File: config.mk
export PLATFORM = sky130hd
export DESIGN_NAME = tlb_probe_read_flat
export DESIGN_NICKNAME = d
export VERILOG_FILES = /design/src/rtl/tlb_probe_read_pkg.sv /design/src/rtl/tlb_probe_read_if.sv /design/src/rtl/tlb_entry_match.sv /design/src/rtl/tlb_probe_read.sv /design/src/flat_wrapper.sv
export SDC_FILE = /design/constraint.sdc
export NUM_CORES = 1
export LEC_CHECK = 0
export BUFFER_PORTS_ARGS = -buffer_cell sky130_fd_sc_hd__buf_2
export CAP_MARGIN = 20
export CORE_MARGIN = 2
export CORE_UTILIZATION = 42
export CTS_CLUSTER_DIAMETER = 50
export CTS_CLUSTER_SIZE = 8
export DETAILED_ROUTE_END_ITERATION = 10
export GPL_TIMING_DRIVEN = 0
export PLACE_DENSITY = 0.87
export SLEW_MARGIN = 0
export SYNTH_ARGS = -nofsm -noshare
export SYNTH_HDL_FRONTEND = slang
export SYNTH_HIERARCHICAL = 1
export SYNTH_SLANG_ARGS = --single-unit
export TNS_END_PERCENT = 5
File: constraint.sdc
create_clock -name clk -period 1.85 [get_ports clk]
set_input_delay 0.555 -clock clk [delete_from_list [all_inputs] [get_ports clk]]
set_output_delay 0.555 -clock clk [all_outputs]
set_load 0.02 [all_outputs]
File: src/rtl/tlb_probe_read_pkg.sv
// tlb_probe_read_pkg: shared constants, entry field positions and FSM states for the TLB read side.
//   Opcodes of the instructions served (TLBP, TLBR), entry layout
//   {EntryHi[95:64], EntryLo0[63:32], EntryLo1[31:0]}, Index P-bit.
package tlb_probe_read_pkg;
   localparam int TLB_ENTRIES = 16;
   localparam int IDX_W = $clog2(TLB_ENTRIES);
   localparam int ENTRY_W = 96;
   localparam logic [31:0] TLBP_OP = 32'h4200_0008;
   localparam logic [31:0] TLBR_OP = 32'h4200_0001;
   localparam int VPN2_HI = 95;
   localparam int VPN2_LO = 77;
   localparam int ASID_HI = 71;
   localparam int ASID_LO = 64;
   localparam int G0_BIT = 32;
   localparam int G1_BIT = 0;
   localparam int PFN0_HI = 57;
   localparam int PFN0_LO = 38;
   localparam int PFN1_HI = 25;
   localparam int PFN1_LO = 6;
   localparam int VPN2_W = VPN2_HI - VPN2_LO + 1;
   localparam int ASID_W = ASID_HI - ASID_LO + 1;
   localparam logic [31:0] INDEX_P = 32'h8000_0000;
   typedef enum logic [1:0] {IDLE, PROBE, READ, DONE} state_t;
   function automatic logic [31:0] index_word(input logic [IDX_W-1:0] i);
      return {{(32-IDX_W){1'b0}}, i};
   endfunction
endpackage

File: src/rtl/tlb_probe_read_if.sv
// tlb_probe_read_if: CP0/pipeline handshake plus TLB array read port of the probe/read unit.
//   master: issue side (starts, flush, bypassed Index/EntryHi, array data)
//   slave : the probe/read unit (stall, done, CP0 write ports, array address)
interface tlb_probe_read_if;
   import tlb_probe_read_pkg::*;
   logic start_probe_i;
   logic start_read_i;
   logic flush_i;
   logic [31:0] index_i;
   logic [31:0] entryhi_i;
   logic [IDX_W-1:0] entry_idx_o;
   logic [ENTRY_W-1:0] entry_i;
   logic stall_req_o;
   logic done_o;
   logic index_we_o;
   logic [31:0] index_data_o;
   logic entry_we_o;
   logic [31:0] entryhi_data_o;
   logic [31:0] entrylo0_data_o;
   logic [31:0] entrylo1_data_o;
   modport master (
      output start_probe_i, start_read_i, flush_i, index_i, entryhi_i, entry_i,
      input  entry_idx_o, stall_req_o, done_o, index_we_o, index_data_o,
             entry_we_o, entryhi_data_o, entrylo0_data_o, entrylo1_data_o
   );
   modport slave (
      input  start_probe_i, start_read_i, flush_i, index_i, entryhi_i, entry_i,
      output entry_idx_o, stall_req_o, done_o, index_we_o, index_data_o,
             entry_we_o, entryhi_data_o, entrylo0_data_o, entrylo1_data_o
   );
endinterface

File: src/rtl/tlb_entry_match.sv
// tlb_entry_match: combinational VPN2/ASID/global compare of one TLB entry.
//   vpn2, asid     : key being looked up
//   e_vpn2, e_asid : fields of the entry
//   g0, g1         : G bits of EntryLo0/EntryLo1; entry is global only if both set
//   hit            : entry matches the key
module tlb_entry_match
   import tlb_probe_read_pkg::*;
(
   input  logic [VPN2_W-1:0] vpn2,
   input  logic [ASID_W-1:0] asid,
   input  logic [VPN2_W-1:0] e_vpn2,
   input  logic [ASID_W-1:0] e_asid,
   input  logic              g0,
   input  logic              g1,
   output logic              hit
);
   assign hit = (e_vpn2 == vpn2) && ((e_asid == asid) || (g0 && g1));
endmodule

File: src/rtl/tlb_probe_read.sv
// tlb_probe_read: TLBP (sequential associative probe) and TLBR (indexed read) back to CP0.
//   clk, rst (async, active-low)
//   bus.slave: start/flush inputs, bypassed Index/EntryHi, TLB array address/data,
//              stall request, one-cycle done with CP0 Index / Entry* write ports
module tlb_probe_read
   import tlb_probe_read_pkg::*;
(
   input logic clk,
   input logic rst,
   tlb_probe_read_if.slave bus
);
   state_t state;
   logic [IDX_W-1:0] cnt;
   logic [IDX_W-1:0] idx;
   logic [VPN2_W-1:0] vpn2;
   logic [ASID_W-1:0] asid;
   logic done_q;
   logic iwe_q;
   logic ewe_q;
   logic [31:0] index_q;
   logic [31:0] hi_q;
   logic [31:0] lo0_q;
   logic [31:0] lo1_q;
   logic hit;
   logic can_start;
   logic unused;
   assign unused = ^{bus.index_i[31:IDX_W], bus.entryhi_i[ASID_HI-ASID_LO+1 +: 32-VPN2_W-ASID_W]};
   tlb_entry_match u_match (
      .vpn2   (vpn2),
      .asid   (asid),
      .e_vpn2 (bus.entry_i[VPN2_HI:VPN2_LO]),
      .e_asid (bus.entry_i[ASID_HI:ASID_LO]),
      .g0     (bus.entry_i[G0_BIT]),
      .g1     (bus.entry_i[G1_BIT]),
      .hit    (hit)
   );
   // A start accepted in IDLE or DONE must stall the issuing instruction in the same cycle.
   assign can_start = (state == IDLE || state == DONE) && !bus.flush_i;
   assign bus.stall_req_o = (state == PROBE) || (state == READ) ||
                            (can_start && (bus.start_probe_i || bus.start_read_i));
   assign bus.entry_idx_o = (state == PROBE) ? cnt : idx;
   assign bus.done_o = done_q;
   // A flush landing on the DONE cycle must not let the results reach CP0.
   assign bus.index_we_o = iwe_q && !bus.flush_i;
   assign bus.entry_we_o = ewe_q && !bus.flush_i;
   assign bus.index_data_o = index_q;
   assign bus.entryhi_data_o = hi_q;
   assign bus.entrylo0_data_o = lo0_q;
   assign bus.entrylo1_data_o = lo1_q;
   always_ff @(posedge clk or negedge rst) begin
      if (!rst) begin
         state <= IDLE;
         cnt <= '0;
         idx <= '0;
         vpn2 <= '0;
         asid <= '0;
         done_q <= 1'b0;
         iwe_q <= 1'b0;
         ewe_q <= 1'b0;
         index_q <= '0;
         hi_q <= '0;
         lo0_q <= '0;
         lo1_q <= '0;
      end else begin
         done_q <= 1'b0;
         iwe_q <= 1'b0;
         ewe_q <= 1'b0;
         if (bus.flush_i) begin
            state <= IDLE;
         end else begin
            unique case (state)
               IDLE, DONE: begin
                  if (bus.start_probe_i) begin
                     vpn2 <= bus.entryhi_i[31:32-VPN2_W];
                     asid <= bus.entryhi_i[ASID_W-1:0];
                     cnt <= '0;
                     state <= PROBE;
                  end else if (bus.start_read_i) begin
                     idx <= bus.index_i[IDX_W-1:0];
                     state <= READ;
                  end else begin
                     state <= IDLE;
                  end
               end
               // Scanning upward and stopping on the first hit makes the lowest index win.
               PROBE: begin
                  if (hit || cnt == IDX_W'(TLB_ENTRIES - 1)) begin
                     index_q <= hit ? index_word(cnt) : INDEX_P;
                     done_q <= 1'b1;
                     iwe_q <= 1'b1;
                     state <= DONE;
                  end else begin
                     cnt <= cnt + 1'b1;
                  end
               end
               READ: begin
                  hi_q <= bus.entry_i[95:64];
                  lo0_q <= bus.entry_i[63:32];
                  lo1_q <= bus.entry_i[31:0];
                  done_q <= 1'b1;
                  ewe_q <= 1'b1;
                  state <= DONE;
               end
            endcase
         end
      end
   end
endmodule

File: src/flat_wrapper.sv
// flat-port wrapper written by rule: the top's interface ports become plain ports
module tlb_probe_read_flat import tlb_probe_read_pkg::*;
  (clk, rst, bus_start_probe_i, bus_start_read_i, bus_flush_i, bus_index_i, bus_entryhi_i, bus_entry_i, bus_entry_idx_o, bus_stall_req_o, bus_done_o, bus_index_we_o, bus_index_data_o, bus_entry_we_o, bus_entryhi_data_o, bus_entrylo0_data_o, bus_entrylo1_data_o);
  tlb_probe_read_if bus_i ();
  input logic clk;
  input logic rst;
  input wire logic [$bits(bus_i.start_probe_i)-1:0] bus_start_probe_i;
  input wire logic [$bits(bus_i.start_read_i)-1:0] bus_start_read_i;
  input wire logic [$bits(bus_i.flush_i)-1:0] bus_flush_i;
  input wire logic [$bits(bus_i.index_i)-1:0] bus_index_i;
  input wire logic [$bits(bus_i.entryhi_i)-1:0] bus_entryhi_i;
  input wire logic [$bits(bus_i.entry_i)-1:0] bus_entry_i;
  output wire logic [$bits(bus_i.entry_idx_o)-1:0] bus_entry_idx_o;
  output wire logic [$bits(bus_i.stall_req_o)-1:0] bus_stall_req_o;
  output wire logic [$bits(bus_i.done_o)-1:0] bus_done_o;
  output wire logic [$bits(bus_i.index_we_o)-1:0] bus_index_we_o;
  output wire logic [$bits(bus_i.index_data_o)-1:0] bus_index_data_o;
  output wire logic [$bits(bus_i.entry_we_o)-1:0] bus_entry_we_o;
  output wire logic [$bits(bus_i.entryhi_data_o)-1:0] bus_entryhi_data_o;
  output wire logic [$bits(bus_i.entrylo0_data_o)-1:0] bus_entrylo0_data_o;
  output wire logic [$bits(bus_i.entrylo1_data_o)-1:0] bus_entrylo1_data_o;
  assign bus_i.start_probe_i = bus_start_probe_i;
  assign bus_i.start_read_i = bus_start_read_i;
  assign bus_i.flush_i = bus_flush_i;
  assign bus_i.index_i = bus_index_i;
  assign bus_i.entryhi_i = bus_entryhi_i;
  assign bus_i.entry_i = bus_entry_i;
  assign bus_entry_idx_o = bus_i.entry_idx_o;
  assign bus_stall_req_o = bus_i.stall_req_o;
  assign bus_done_o = bus_i.done_o;
  assign bus_index_we_o = bus_i.index_we_o;
  assign bus_index_data_o = bus_i.index_data_o;
  assign bus_entry_we_o = bus_i.entry_we_o;
  assign bus_entryhi_data_o = bus_i.entryhi_data_o;
  assign bus_entrylo0_data_o = bus_i.entrylo0_data_o;
  assign bus_entrylo1_data_o = bus_i.entrylo1_data_o;
  tlb_probe_read u_core (.clk(clk), .rst(rst), .bus(bus_i));
endmodule
# Word level (Yosys, flattened, before mapping)
# Cells that the tools add are included.
dict set report classes {
  add_sub_neg 1
  n_eq_ne 9
  mux 17
  bitwise 2
  n_reduce_logical 21
}
# cell count
set ops {}
lappend ops {{2-to-1 mux 32 bit} 1}
lappend ops {{== test 19 bit} 1}
lappend ops {{2-to-1 mux 4 bit} 3}
lappend ops {{== test 8 bit} 1}
lappend ops {{2-to-1 mux 2 bit} 4}
lappend ops {{one-hot mux 4 bit (2 select lines)} 1}
lappend ops {{AND reduction 4 bit} 2}
lappend ops {{logical AND 1 bit} 6}
lappend ops {{logical OR 1 bit} 6}
lappend ops {{2-to-1 mux 1 bit} 6}
lappend ops {{one-hot mux 2 bit (3 select lines)} 1}
lappend ops {{AND reduction 3 bit} 2}
lappend ops {{adder 4 x 1 -> 4 bit, second input constant} 1}
lappend ops {{== test 2 bit, second input constant} 2}
lappend ops {{== test 4 bit, second input constant} 1}
lappend ops {{inequality test 2 bit, second input constant} 2}
lappend ops {{inequality test 3 bit, second input constant} 1}
lappend ops {{== test 2 x 1 -> 1 bit, second input constant} 1}
lappend ops {{zero test 2 bit} 1}
lappend ops {{NOT 1 bit} 2}
lappend ops {{one-hot mux 1 bit (2 select lines)} 1}
lappend ops {{AND reduction 2 bit} 1}
lappend ops {{nonzero test 2 bit} 1}
lappend ops {{OR reduction 2 bit} 1}
lappend ops {{zero test 1 bit} 1}
dict set report totals {
  regBits 168
  in_bits 165
  output_inout_bits 136
  elab_cells 62
}

# Depth between registers and ports, before layout
dict set report logic_depth {
  ltp_word 7
  ltp_mapped 8
  depth_no_buf 7
}

# Modules after synthesis
# The synthesis kept the hierarchy.
# mod instances cells_each area_per_inst_um2 seq_area_each_um2
set modules_own_cells {}
lappend modules_own_cells {tlb_probe_read 1 379 5756.8 3528.4}
lappend modules_own_cells {tlb_entry_match 1 37 302.8 0.0}

# Worst setup path before layout
# OpenSTA, ideal clock, no wires.
dict set report synth_timing {
  kind {input port to flip-flop}
  from {input bus_entry_i[68]}
  to {register u_core.cnt[0]}
  setup_ns 0.126
  arrival_time_ns 2.069
  t_required_ns 1.724
  slack_ns -0.345
  path_stages 7
  n_path_buf 0
  path_cell_list {xor2_1 nor4_1 a22oi_1 nor3_2 a31oi_1 nor3b_1 a311o_1}
}
dict set report synth_via {
  elab_chain_cells 6
}
# element line
set synth_lines {}
lappend synth_lines {{from (decl)} flat_wrapper.sv:12} ;# input wire logic [$bits(bus_i.entry_i)-1:0] bus_entry_i;
lappend synth_lines {{== test 8 bit} tlb_entry_match.sv:17} ;# assign hit = (e_vpn2 == vpn2) && ((e_asid == asid) || (g0 && g1));
lappend synth_lines {{logical OR 1 bit} tlb_entry_match.sv:17}
lappend synth_lines {{logical AND 1 bit} tlb_entry_match.sv:17}
lappend synth_lines {{named net u_core.hit} tlb_probe_read.sv:24} ;# logic hit;
lappend synth_lines {{logical OR 1 bit} tlb_probe_read.sv:87} ;# if (hit || cnt == IDX_W'(TLB_ENTRIES - 1)) begin
lappend synth_lines {{inequality test 2 bit (no source line)} n/a}
lappend synth_lines {{AND reduction 4 bit (no source line)} n/a}
lappend synth_lines {{to (signal assigned)} tlb_probe_read.sv:93} ;# cnt <= cnt + 1'b1;
lappend synth_lines {{to (decl)} tlb_probe_read.sv:13} ;# logic [IDX_W-1:0] cnt;
# The timed path passes the listed nets, and every way through them passes these cells.
# A chain may end at the register's enable or synchronous reset.

# Final worst setup path
dict set report layout_timing {
  from {register u_core.vpn2[4]}
  to {register u_core.index_q[1] (netlist: u_core/bus.index_data_o[1])}
}
dict set report layout_via {
  elab_chain_cells 4
  word_cells_on_any_way 5
  classes_between {eq/ne (1); mux (1); reduce/logical (3)}
}
# element line
set layout_lines {}
lappend layout_lines {{from (decl)} tlb_probe_read.sv:15} ;# logic [VPN2_W-1:0] vpn2;
lappend layout_lines {{from (signal assigned)} tlb_probe_read.sv:74} ;# vpn2 <= bus.entryhi_i[31:32-VPN2_W];
lappend layout_lines {{== test 19 bit *} tlb_entry_match.sv:17}
lappend layout_lines {{logical AND 1 bit *} tlb_entry_match.sv:17}
lappend layout_lines {{named net u_core.hit} tlb_probe_read.sv:24}
lappend layout_lines {{logical OR 1 bit} tlb_probe_read.sv:87}
lappend layout_lines {{AND reduction 3 bit (no source line)} n/a}
lappend layout_lines {{to (signal assigned)} tlb_probe_read.sv:88} ;# index_q <= hit ? index_word(cnt) : INDEX_P;
lappend layout_lines {{to (decl)} tlb_probe_read.sv:20} ;# logic [31:0] index_q;
# The timed path passes the listed nets; every way through them passes the cells marked *.

==> summary.txt <==
run status - finished, violations left
failing checks - negative setup slack
Antenna Nets Post-Route - 0
FF-to-FF End - u_core/bus.index_data_o[1]$_DFFE_PN0P_
CTS root buffer - clkbuf_16
clock group share of total power - 0.219
via count - 4256
DPL Wire Length - 10.36 mm
post-synthesis cell area - 6060 sq um
slack of the critical path - -0.3763 ns
CP max FO - 7
CTS sink count - 141
WP data required - 2.18 ns
FP Rows - 43
TritonCTS clock tree - yes
Hold Vio Cnt, Final - 0
post-route design area - 8464 sq um
total power - 14.49 mW
Sw Ratio - 0.3586
Reg clk slew, reported paths - 0.06 ns
Worst Tran Pin Value - 0.6012 ns
Distinct cells, synth - 37
register-to-register setup slack - -0.38 ns
grt ovf - 0
RSZ-0062 raised after global routing - true
# fillers - 1091
Final Wtd Congestion - 0.7656
synth warn - 6
CP bufs+invs - 1
Internal Power - 9.297 mW
worst hold path type - primary input to asynchronous set/reset pin
Initial DRC Count - 150
clock latency on the worst-skew pair - 0.41 ns
Critical Path End Type - flop
Setup CP Type - flop to flop
clock period minus worst slack - 2.226 ns
Routed wire per std cell - 15.72 um
Gate power share - 0.413
initial cell density of the core - 0.4332
clk buf depth - 2
Total GRT Usage - 0.1854
area of the die - 15400 sq um
H-tree Lvls - 4
Die Y - 124.1 um
DP Area - 7646 sq um
Synth area leaders - dfrtp_1 (58%), mux2_2 (20%), mux2_4 (5.0%), xor2_1 (3.5%), buf_4 (3.3%)
Cells after Synth - 416
initial antenna violation count - 0
largest net degree at the start of global routing - 77
Mean Syn Cell Area - 14.57 sq um
antenna cell count - 0
post-synthesis sequential area ratio - 0.5823
First-pass DRT Iterations - 4
drt drc - 0
routed wire length - 14.28 mm
worst vdd ir - 1032 uV
P_leak - 4.254 nW
Clock Skew - 0.005422 ns
PortBufs - 240
Final #Nets - 883
hold bufs inserted after CTS - 0
fmax - 449.2 MHz
area leader, netlist - dfrtp_1
Slew Viols, Final - 0
Max Cap Violations - 0
Critical Path Start Type - flop
Pwr Density - 1712 nW/um^2
area share of the leading cell type in the synthesized netlist - 0.5823
CP peak stage delay - 0.39 ns
global-route wire length before repair - 21.56 mm
r2r startpoint - u_core/vpn2[4]$_DFFE_PN0P_
area grow syn2layout - 39.69%
via/cell ratio - 4.687
Crit-path slowest cell - dfrtp_1
vias in the first global route - 4310
crit share post-route - 1.203
synthesized flop and latch total - 141
r2r worst-path depth - 8
final setup vio count - 40
IO Pins - 301
worst-path cell chain - xor2_1, nor4_2, nand4_1, nor3_4, a31oi_4, nor3b_2, buf_6, mux2i_2
Worst EP arrival - 2.55 ns
cts bufs inserted - 17
max_slew headroom - 0.5877
NetSw - 5.197 mW
Die Wd - 124.1 um
Core Area - 13990 sq um
Flop pwr share - 0.367
CP top delay family - simple AND/OR/NAND/NOR gates
share of cells above drive strength 1 - 0.6470
-- registers in the layout, summed over array words and instances (netlist names) --
name	flops
u_core/ewe_q	1
u_core/cnt	4
u_core/idx	4
u_core/vpn2	19
u_core/iwe_q	1
u_core/bus.done_o	1
u_core/asid	8
u_core/state	2
u_core/bus.entryhi_data_o	32
u_core/bus.entrylo0_data_o	32
u_core/bus.entrylo1_data_o	32
u_core/bus.index_data_o	5
-- power by group through the flow --
stage	clock network, mW	logic (mW)	registers, mW
2_1_floorplan	0	2.46	6.64
3_3_place_gp	0	5.54	5.29
3_5_place_dp	0	5.69	5.37
4_1_cts	3.25	5.93	5.33
5_1_grt	3.40	6.42	5.52
6_report	3.18	5.99	5.33
-- cell usage after synthesis, drive strengths merged --
library cell,number
a21oi,1
a221oi,1
a22o,1
a22oi,1
a2bb2oi,2
a311o,2
a311oi,1
a31oi,1
and4bb,1
buf,42
clkbuf,2
conb,1
dfrtp,141
ha,3
inv,12
mux2,127
mux2i,6
nand2,8
nand2b,3
nand3,2
nand4,1
nand4b,1
nor2,4
nor2b,3
nor3,3
nor3b,2
nor4,6
o21a,3
o21ai,7
or3,1
xnor2,3
xor2,24
-- worst max path at each step --
| stage | start | endpoint | slack (ns) | cells past startpoint |
|---|---|---|---|---|
| after floorplan | bus_entry_i[87] | u_core/bus.index_data_o[31]$_DFFE_PN0P_ | -0.26 | 8 |
| after global placement | rst | u_core/bus.entrylo1_data_o[10]$_DFFE_PN0P_ | -1.73 | 1 |
| after detailed placement | bus_entry_i[77] | u_core/bus.index_data_o[1]$_DFFE_PN0P_ | -0.89 | 9 |
| after CTS | u_core/vpn2[4]$_DFFE_PN0P_ | u_core/bus.index_data_o[1]$_DFFE_PN0P_ | -0.39 | 8 |
| after global routing | u_core/vpn2[8]$_DFFE_PN0P_ | u_core/bus.index_data_o[1]$_DFFE_PN0P_ | -0.52 | 8 |
| final | u_core/vpn2[4]$_DFFE_PN0P_ | u_core/bus.index_data_o[1]$_DFFE_PN0P_ | -0.38 | 8 |
-- kinds of logic after synthesis --
kind of cell,count (synthesis),share of synthesized area
muxes,133,0.2583
adders and majority gates,3,0.006195
other,1,0.0006189
AOI/OAI and AO/OA,20,0.02313
xor gates and xnor gates,27,0.03903
and+or+nand+nor,35,0.03283
buffers and inverters,56,0.05761
DFF,141,0.5823
-- layout make-up --
cell class,count,area [sq um],area share
clock buffer,21,460.4,0.05440
multi-input combinational,245,2390,0.2823
timing repair buffer,254,1355,0.1601
inverter,12,45.04,0.005322
buffer,44,366.6,0.04331
sequential,141,3528,0.4169
tap,180,225.2,0.02661
clock inverter,11,93.84,0.01109
-- placed cells by master, fill, tap and decap left out, types with 4 or more instances in the layout --
| cell | netlist | final |
|---|---|---|
| xor2_1 | 24 | 24 |
| buf_6 | 3 | 9 |
| dfrtp_1 | 141 | 141 |
| clkbuf_16 | 0 | 17 |
| mux2_4 | 20 | 21 |
| mux2_2 | 107 | 106 |
| buf_2 | 12 | 241 |
| mux2i_1 | 6 | 5 |
| conb_1 | 1 | 27 |
| clkinvlp_4 | 0 | 4 |
| inv_1 | 11 | 10 |
| nand2_1 | 8 | 6 |
| clkinv_2 | 0 | 5 |
| nor2_1 | 4 | 4 |
| buf_4 | 27 | 38 |
| o21ai_0 | 7 | 4 |
| buf_8 | 0 | 5 |
-- metrics by stage --
step / worst slack [ns] / util / instances / TNS (ns) / hold WS (ns)
global placement: -1.728 / 0.5442 / 862 / -264.66 / 0.4844
CTS: -0.3858 / 0.5989 / 906 / -8.917 / 0.1427
finish: -0.3763 / 0.6051 / 908 / -8.054 / 0.1262
global route: -0.5168 / 0.6051 / 908 / -10.87 / 0.1649
floorplan: -0.2647 / - / 442 / -2.511 / 0.2594
detailed placement: -0.8927 / 0.5466 / 863 / -24.92 / 0.4897
-- per-layer routing --
| layer | share of wire | track usage | routed length (um) |
|---|---|---|---|
| met1 | 0.40 | 0.2181 | 5664 |
| met2 | 0.51 | 0.3186 | 7236 |
| met3 | 0.079 | 0.05815 | 1135 |
| met4 | 0.017 | 0.06671 | 241 |
| met5 | 0 | 0 | 0 |
-- what timing repair did --
action	in CTS	in global routing
endpoints found under the setup margin	72	82
cloned	1	0
setup buffers	10	2
resized for setup	25	21
pin swaps	7	8
Note: power is estimated with default switching activity, not from simulation.
